<file path="src/rtl/step_clock_gen.sv">
// Debounces the board push-buttons and shapes a clean single-step CPU clock.
// Optional auto-run mode (KEY2 toggles periodic steps) is built when STEP_AUTO_RUN_EN is defined.
module step_clock_gen #(
  parameter int unsigned DEBOUNCE_CYCLES = 1_000_000,
  parameter int unsigned CLK_HIGH_CYCLES = 25_000,
  parameter int unsigned RUN_DIV         = 25_000_000,
  parameter int unsigned CNT_W           = 16
) (
  input  logic             clk,
  input  logic             rst_n,
  input  logic             key_step_n,
  input  logic             key_run_n,
  output logic             cpu_clock,
  output logic             step_pulse,
  output logic             run_mode,
  output logic [CNT_W-1:0] step_count
);

  localparam int unsigned DbW = $clog2(DEBOUNCE_CYCLES + 1);
  localparam int unsigned HiW = $clog2(CLK_HIGH_CYCLES + 1);
  localparam logic [DbW-1:0] DbLast = DbW'(DEBOUNCE_CYCLES - 1);
  localparam logic [HiW-1:0] HiLast = HiW'(CLK_HIGH_CYCLES - 1);

`ifdef STEP_AUTO_RUN_EN
  localparam int unsigned NumKeys = 2;
  logic [NumKeys-1:0] key_raw;
  assign key_raw = {key_run_n, key_step_n};
`else
  localparam int unsigned NumKeys = 1;
  logic [NumKeys-1:0] key_raw;
  logic               unused_cfg;
  assign key_raw    = key_step_n;
  assign unused_cfg = key_run_n ^ (RUN_DIV == 0);
`endif

  typedef enum logic [1:0] {DbIdle, DbPressChk, DbPressed, DbRelChk} db_state_e;
  typedef enum logic [1:0] {ShReady, ShHigh, ShLowGuard} sh_state_e;

  logic [NumKeys-1:0] key_evt;

  // Per key: 2-flop synchroniser feeding a debounce FSM; one event per accepted press.
  for (genvar k = 0; k < NumKeys; k++) begin : g_key
    logic           sync1_q;
    logic           sync2_q;
    logic           evt_q;
    db_state_e      state_q;
    logic [DbW-1:0] cnt_q;

    always_ff @(posedge clk) begin
      if (!rst_n) begin
        sync1_q <= 1'b1;
        sync2_q <= 1'b1;
        state_q <= DbIdle;
        cnt_q   <= '0;
        evt_q   <= 1'b0;
      end else begin
        sync1_q <= key_raw[k];
        sync2_q <= sync1_q;
        evt_q   <= 1'b0;
        unique case (state_q)
          DbIdle: begin
            if (!sync2_q) begin
              state_q <= DbPressChk;
              cnt_q   <= '0;
            end
          end
          DbPressChk: begin
            if (sync2_q) begin
              state_q <= DbIdle;
            end else if (cnt_q == DbLast) begin
              state_q <= DbPressed;
              evt_q   <= 1'b1;
            end else begin
              cnt_q <= cnt_q + DbW'(1);
            end
          end
          DbPressed: begin
            if (sync2_q) begin
              state_q <= DbRelChk;
              cnt_q   <= '0;
            end
          end
          DbRelChk: begin
            if (!sync2_q) begin
              state_q <= DbPressed;
            end else if (cnt_q == DbLast) begin
              state_q <= DbIdle;
            end else begin
              cnt_q <= cnt_q + DbW'(1);
            end
          end
          default: state_q <= DbIdle;
        endcase
      end
    end

    assign key_evt[k] = evt_q;
  end

  logic step_req;

`ifdef STEP_AUTO_RUN_EN
  localparam int unsigned RunW = $clog2(RUN_DIV + 1);
  localparam logic [RunW-1:0] RunLast = RunW'(RUN_DIV - 1);

  logic            run_mode_q;
  logic [RunW-1:0] run_cnt_q;
  logic            run_tick;

  // Tick is combinational so a same-cycle toggle still sees the old run_mode.
  assign run_tick = run_mode_q && (run_cnt_q == RunLast);

  always_ff @(posedge clk) begin
    if (!rst_n) begin
      run_mode_q <= 1'b0;
      run_cnt_q  <= '0;
    end else begin
      if (key_evt[1]) begin
        run_mode_q <= ~run_mode_q;
      end
      if (!run_mode_q || run_tick) begin
        run_cnt_q <= '0;
      end else begin
        run_cnt_q <= run_cnt_q + RunW'(1);
      end
    end
  end

  assign run_mode = run_mode_q;
  assign step_req = run_mode_q ? run_tick : key_evt[0];
`else
  assign run_mode = 1'b0;
  assign step_req = key_evt[0];
`endif

  // Clock shaper: requests outside ShReady are dropped, never queued.
  sh_state_e      sh_state_q;
  logic [HiW-1:0] hi_cnt_q;

  always_ff @(posedge clk) begin
    if (!rst_n) begin
      sh_state_q <= ShReady;
      hi_cnt_q   <= '0;
      cpu_clock  <= 1'b0;
      step_pulse <= 1'b0;
      step_count <= '0;
    end else begin
      step_pulse <= 1'b0;
      unique case (sh_state_q)
        ShReady: begin
          if (step_req) begin
            sh_state_q <= ShHigh;
            hi_cnt_q   <= '0;
            cpu_clock  <= 1'b1;
            step_pulse <= 1'b1;
            step_count <= step_count + CNT_W'(1);
          end
        end
        ShHigh: begin
          if (hi_cnt_q == HiLast) begin
            sh_state_q <= ShLowGuard;
            hi_cnt_q   <= '0;
            cpu_clock  <= 1'b0;
          end else begin
            hi_cnt_q <= hi_cnt_q + HiW'(1);
          end
        end
        ShLowGuard: begin
          if (hi_cnt_q == HiLast) begin
            sh_state_q <= ShReady;
          end else begin
            hi_cnt_q <= hi_cnt_q + HiW'(1);
          end
        end
        default: begin
          sh_state_q <= ShReady;
          cpu_clock  <= 1'b0;
        end
      endcase
    end
  end

endmodule

</file>
<file path="config.mk">
export PLATFORM = sky130hd
export DESIGN_NAME = step_clock_gen
export DESIGN_NICKNAME = d
export VERILOG_FILES = /design/src/rtl/step_clock_gen.sv
export SDC_FILE = /design/constraint.sdc
export NUM_CORES = 1
export LEC_CHECK = 0
export CAP_MARGIN = 20
export CORE_MARGIN = 2
export CORE_UTILIZATION = 54
export DETAILED_ROUTE_END_ITERATION = 10
export HOLD_SLACK_MARGIN = 0.08
export PLACE_DENSITY = 0.76
export SKIP_CTS_REPAIR_TIMING = 1
export SYNTH_ARGS = -nofsm -noshare
export SYNTH_HDL_FRONTEND = slang
export SYNTH_SLANG_ARGS = --single-unit
</file>
<file path="constraint.sdc">
create_clock -name clk -period 2.92 [get_ports clk]
set_input_delay 0.292 -clock clk [delete_from_list [all_inputs] [get_ports clk]]
set_output_delay 0.292 -clock clk [all_outputs]
set_load 0.01 [all_outputs]
</file>
# After elaboration in Yosys (flattened, before gate mapping)
# Index checks and enable logic that the tools add are counted.
# word_totals
inputBits	4
wordCells	70
out_inout_bits	19
ff_bits	60
# classes
n_mux	26
n_addsub	3
n_eq_ne	17
reduce_logical	11
n_bitwise	3
# op_table
cell	n
$mux 20	5
$pmux 20 s4	1
$mux 15	3
$pmux 15 s3	1
$add 20x1->20 const B	1
$eq 20x20->1 const B	1
$mux 2	9
$add 16x1->16 const B	1
$ne 2x2->1 const B	8
$add 15x1->15 const B	1
$eq 15x15->1 const B	1
$reduce_and 3->1	3
$pmux 2 s4	1
$reduce_and 4->1	2
$eq 2x2->1 const B	3
$ne 3x3->1 const B	2
$pmux 2 s3	1
$eq 2x1->1 const B	2
$logic_not 2->1	2
$mux 1	4
$reduce_and 2->1	2
$not 1->1	3
$pmux 1 s3	1
$reduce_bool 3->1	1
$reduce_or 3->1	1

# Logic depth before layout (Yosys ltp)
# depth
depth_word	4
ltp_mapped	9
mapped_depth_nobuf	7

# Worst setup path after synthesis
# OpenSTA, ideal clock, no wires.
# synth_path
kind	reg-to-reg
from	register sh_state_q[0]
to	register hi_cnt_q[7]
setup_slack_ps	887
synth_period_minus_slack_ps	2033
path_stages_with_launch	9
t_arrival_ps	1962
path_cell_list	dfxtp_1 -> inv_1 -> ha_1 -> clkbuf_1 -> nor2b_1 -> nor4_1 -> nand4b_1 -> a21o_1 -> a21oi_1
# synth_between
elab_chain_cells	3
word_cells_on_any_way	8
cone_classes	4 x eq/ne; 1 x mux; 3 x reduce/logical
# synth_rtl
item	line	text
start, declared	137	sh_state_e sh_state_q;
start signal, assigned	142	sh_state_q <= ShReady;
start signal, assigned	152	sh_state_q <= ShHigh;
start signal, assigned	161	sh_state_q <= ShLowGuard;
$eq 2x2->1 (tied with other cells)	149	unique case (sh_state_q)
$ne 2x2->1 (no line) or $reduce_bool 3->1 (tied branches)	n/a	
$reduce_and 3->1 (no line)	n/a	
end signal, assigned	165	hi_cnt_q <= hi_cnt_q + HiW'(1);
end signal, assigned	172	hi_cnt_q <= hi_cnt_q + HiW'(1);
end, declared	138	logic [HiW-1:0] hi_cnt_q;
# Several ways; a longest one is shown, not always the timed one.
# A chain may end at the register's enable or synchronous reset.

# Worst setup path after layout
# layout_path
from	register g_key[0].cnt_q[0]
to	register g_key[0].cnt_q[19]
# layout_between
elab_chain_cells	4
word_cells_on_any_way	6
cone_classes	1 x add/sub; 1 x eq/ne; 4 x mux
# layout_rtl
item	line	text
start, declared	47	logic [DbW-1:0] cnt_q;
start signal, assigned	74	cnt_q <= cnt_q + DbW'(1);
start signal, assigned	89	cnt_q <= cnt_q + DbW'(1);
$add 20x1->20 or $eq 20x20->1 (tied branches)	n/a	
$mux 20 *	70, 86	
$mux 20, on equally long branches	84, 68	
$pmux 20 s4 *	60	unique case (state_q)
# Mark *: on every way between the ends. The rest lies on a longest branch, timed or not. The select of a mux whose other input is x is not followed.

==> impl_metrics.yaml <==
route:
  wire_per_inst_um: 13.8
  drt.antenna.violating_nets: 0
  dr_total_vias: 2682
  drt_drc_violations_left: 0
  detailedRoute.firstIterationViolations: 120
  firstDrtPassIters: 4
  vias_per_cell: 5.82
  wl_mm: 6.36
finish:
  final_layout_size_suffix_gt1_share_pct: 6.43
  finalNonFillerCells: 461
  layout_commonest_cell: "sky130_fd_sc_hd__dfxtp_1"
  diodes_inserted: 0
  final_net_count: 395
  finish.instance_area_um2: 3530
  area_delta_synth_final_pct: 13.3
  finalCoreUtilization_pct: 63.8
  ff_latch_area_um2: 1200
  commonest_cells_after_routing_fill_and_taps_aside: "sky130_fd_sc_hd__dfxtp_1, sky130_fd_sc_hd__nand2_1, sky130_fd_sc_hd__nor2_1"
  multi_input_comb_area_um2: 1800
  n_fill_cell: 480
critical_path:
  r2r_start: "g_key[0].cnt_q[0]$_SDFFE_PN0P_"
  critPathMaxFanout: 27
  worstPathRequired_ps: 3120
  ff_to_ff_setup_slack_ps: 690
  regToRegEndpoint: "g_key[0].cnt_q[19]$_SDFFE_PN0P_"
  worstSetupPathType: "reg2reg"
  critical_path_arrival_ps: 2430
  max_stage_delay_ps: 500
  slowest_library_cell_on_the_worst_path: "sky130_fd_sc_hd__o21a_1"
  cp-start-kind: "flip-flop"
  cp-startpoint: "g_key[0].cnt_q[0]$_SDFFE_PN0P_"
  path_buf_inv: 0
  endpoint_class_of_the_critical_path: "flip-flop"
  critical_path_s_top_delay_family: "compound AO/OA/AOI/OAI gates"
  crit_chain: "ha_1, nand2_1, or2_2, o21a_1, a41oi_1, a31oi_1"
  reg2regPathDepth: 6
place:
  portBuffers: 20
  dpl_worst_slack_ps: 580
  gp_congestion: 0.843
  hpwlAfterDp_mm: 4.43
  postPlaceCellArea_um2: 3350
  post-place-cells: 445
global_route:
  pin_count_of_the_biggest_net_entering_global_routing: 36
  grt_first_pass_wirelength_mm: 11.0
  grt-ovfl-total: 0
  via_count_of_the_first_global_routing_pass: 2500
  groute.usage.overall_pct: 21.5
  number_of_antenna_violations_at_the_first_check_in_global_routing: 0
cts:
  cts.sinks: 60
  clockBufferDepth: 2
  clock_latency_on_the_worst_skew_pair_ps: 330
  clock_tree.root_cell: "sky130_fd_sc_hd__clkbuf_8"
  cts_tree: "done"
  htree_num_levels: 3
  clk_pin_slew_ps: 60
  cts_made_buffers: 9
synth:
  yosys-mux-area-fraction_pct: 0.963
  synth_top_family_by_area: "simple AND/OR/NAND/NOR gates"
  complex_gate_fraction_of_the_synthesized_area_pct: 15.5
  syn_nets: 379
  synthesis.yosys.warnings: 0
  synth_simple_gate_area_share_pct: 30.9
  netlist-cell-type-count: 49
  ys_dominant_reg_cell: "sky130_fd_sc_hd__dfxtp_1"
  synthAdderAreaFrac_pct: 2.81
  postSynthAreaPerCell_um2: 8.47
  synth-edff-count: 0
  syn_area_um2: 3120
  post_synth_xor_area_fraction_pct: 7.58
  synth-seq-cells: 60
  proportion_of_synthesized_flip_flops_having_asynchronous_set_or_reset_pct: 0
  synth_seq_area_share_pct: 38.5
  synthCells: 368
run_status:
  status: "complete, no violations"
hold_path:
  hold_start: "g_key[0].sync1_q$_SDFF_PN1_"
  hold_end: "g_key[0].sync2_q$_SDFF_PN1_"
  hold_path_depth: 1
  hp-class: "reg2reg"
floorplanning:
  die_area_um2: 6400
  die_w_um: 80.0
  dieHeight_um: 80.0
  rows: 27
  io_pins: 23
  start_util_pct: 56.3
  core_region_area_um2: 5540
timing:
  final-max-slew-violation-count: 0
  slew_margin_rel_pct: 44.6
  worst_pin_slew_ps: 832
  worst_setup_slack_final_ps: 686
  setup-tns-final_ps: 0
  finalSetupViolations: 0
  timing_hold_violations_final: 0
  final_period_minus_worst_setup_slack_ps: 2230
  rsz0062_at_grt: "false"
  achievable-frequency_mhz: 448
  clock-skew-final_ps: 7.40
  final_min_period_over_clock_period_pct: 76.5
run:
  timing.max_cap.violations: 0
pwr:
  vdd_drop_max_mv: 0.340
  power_per_cell_area_nw_per_um2: 436
  p_leak_nw: 1.20
-- flip-flops by register name, indices dropped and copies added (netlist names), named ones only --
name           cells
step_pulse         1
g_key.evt_q        1
sh_state_q         2
step_count        16
g_key.state_q      1
g_key.sync2_q      1
g_key.sync1_q      1
cpu_clock          1
hi_cnt_q          15
g_key.cnt_q       20
-- stage by stage --
| step | total power, W | hold slack, ps |
|---|---|---|
| 2_1_floorplan | 0.000862 | 386 |
| 3_3_place_gp | 0.000870 | 395 |
| 3_5_place_dp | 0.000870 | 396 |
| 4_1_cts | 0.00155 | 416 |
| 5_1_grt | 0.00160 | 437 |
| 6_report | 0.00154 | 411 |
-- synthesized netlist by cell type (4+ instances only) --
master / n / area [µm²]
sky130_fd_sc_hd__dfxtp_1: 60 / 1200
sky130_fd_sc_hd__nand2_1: 40 / 150
sky130_fd_sc_hd__nor2_1: 23 / 86.3
sky130_fd_sc_hd__nand4_1: 19 / 119
sky130_fd_sc_hd__xnor2_1: 18 / 158
sky130_fd_sc_hd__and2_1: 16 / 100
sky130_fd_sc_hd__o21ai_0: 16 / 80.1
sky130_fd_sc_hd__a21oi_1: 15 / 75.1
sky130_fd_sc_hd__clkbuf_1: 13 / 48.8
sky130_fd_sc_hd__nand3_1: 13 / 65.1
sky130_fd_sc_hd__a31oi_1: 11 / 68.8
sky130_fd_sc_hd__and3_1: 10 / 62.6
sky130_fd_sc_hd__inv_1: 9 / 33.8
sky130_fd_sc_hd__xor2_1: 9 / 78.8
sky130_fd_sc_hd__nand2b_1: 8 / 50.1
sky130_fd_sc_hd__a21boi_0: 7 / 52.6
sky130_fd_sc_hd__ha_1: 7 / 87.6
sky130_fd_sc_hd__or3_1: 7 / 43.8
sky130_fd_sc_hd__nor3_1: 6 / 30.0
sky130_fd_sc_hd__nor4_1: 5 / 31.3
sky130_fd_sc_hd__nor4b_1: 4 / 35.0
sky130_fd_sc_hd__nor4bb_1: 4 / 40.0
sky130_fd_sc_hd__o21a_1: 4 / 30.0
-- worst register-to-register path, cell delays in order (launching register included) --
cell and delay [ps]:
sky130_fd_sc_hd__dfxtp_1 420, sky130_fd_sc_hd__ha_1 240, sky130_fd_sc_hd__nand2_1 140, sky130_fd_sc_hd__or2_2 380, sky130_fd_sc_hd__o21a_1 500, sky130_fd_sc_hd__a41oi_1 360
sky130_fd_sc_hd__a31oi_1 70
-- routing by layer --
layer / global-route usage (%) / vias to the layer above / share of wire, %
li1: - / 1351 / -
met1: 25.5 / 1273 / 47
met2: 35.4 / 48 / 48
met3: 7.35 / 10 / 3.6
met4: 8.98 / 0 / 1.9
met5: 0 / - / 0
-- worst max path at each step --
stage	to	slack [ps]	cells past startpoint
2_1_floorplan	hi_cnt_q[7]$_SDFFE_PN0P_	890	8
4_1_cts	g_key[0].cnt_q[19]$_SDFFE_PN0P_	700	6
3_3_place_gp	g_key[0].cnt_q[19]$_SDFFE_PN0P_	640	6
3_5_place_dp	g_key[0].cnt_q[12]$_SDFFE_PN0P_	580	6
5_1_grt	g_key[0].cnt_q[19]$_SDFFE_PN0P_	510	6
6_report	g_key[0].cnt_q[19]$_SDFFE_PN0P_	690	6
-- cell type report --
cell class / instances / share of cell area, %
clock buffers: 15 / 4.99
multi-input cells: 281 / 51.1
repair buffers: 23 / 6.30
flip-flops and latches: 60 / 34.0
inverters: 9 / 0.956
clock inverters: 1 / 0.142
well taps: 72 / 2.55
-- cell families after synthesis --
logic type / after synthesis
compound gates: 72
other cells: 1
xor+xnor: 27
fa+ha+maj: 7
mux: 3
simple gates: 171
flops: 60
buf+inv: 27
-- power by group --
part	switching (W)	leakage [nW]	internal [W]
clock network	0.000310	0.0937	0.000378
logic	0.0000203	0.623	0.0000102
registers	0.00000148	0.484	0.000820
total	0.000332	1.20	0.00121
Note: power is estimated with default switching activity, not from simulation.
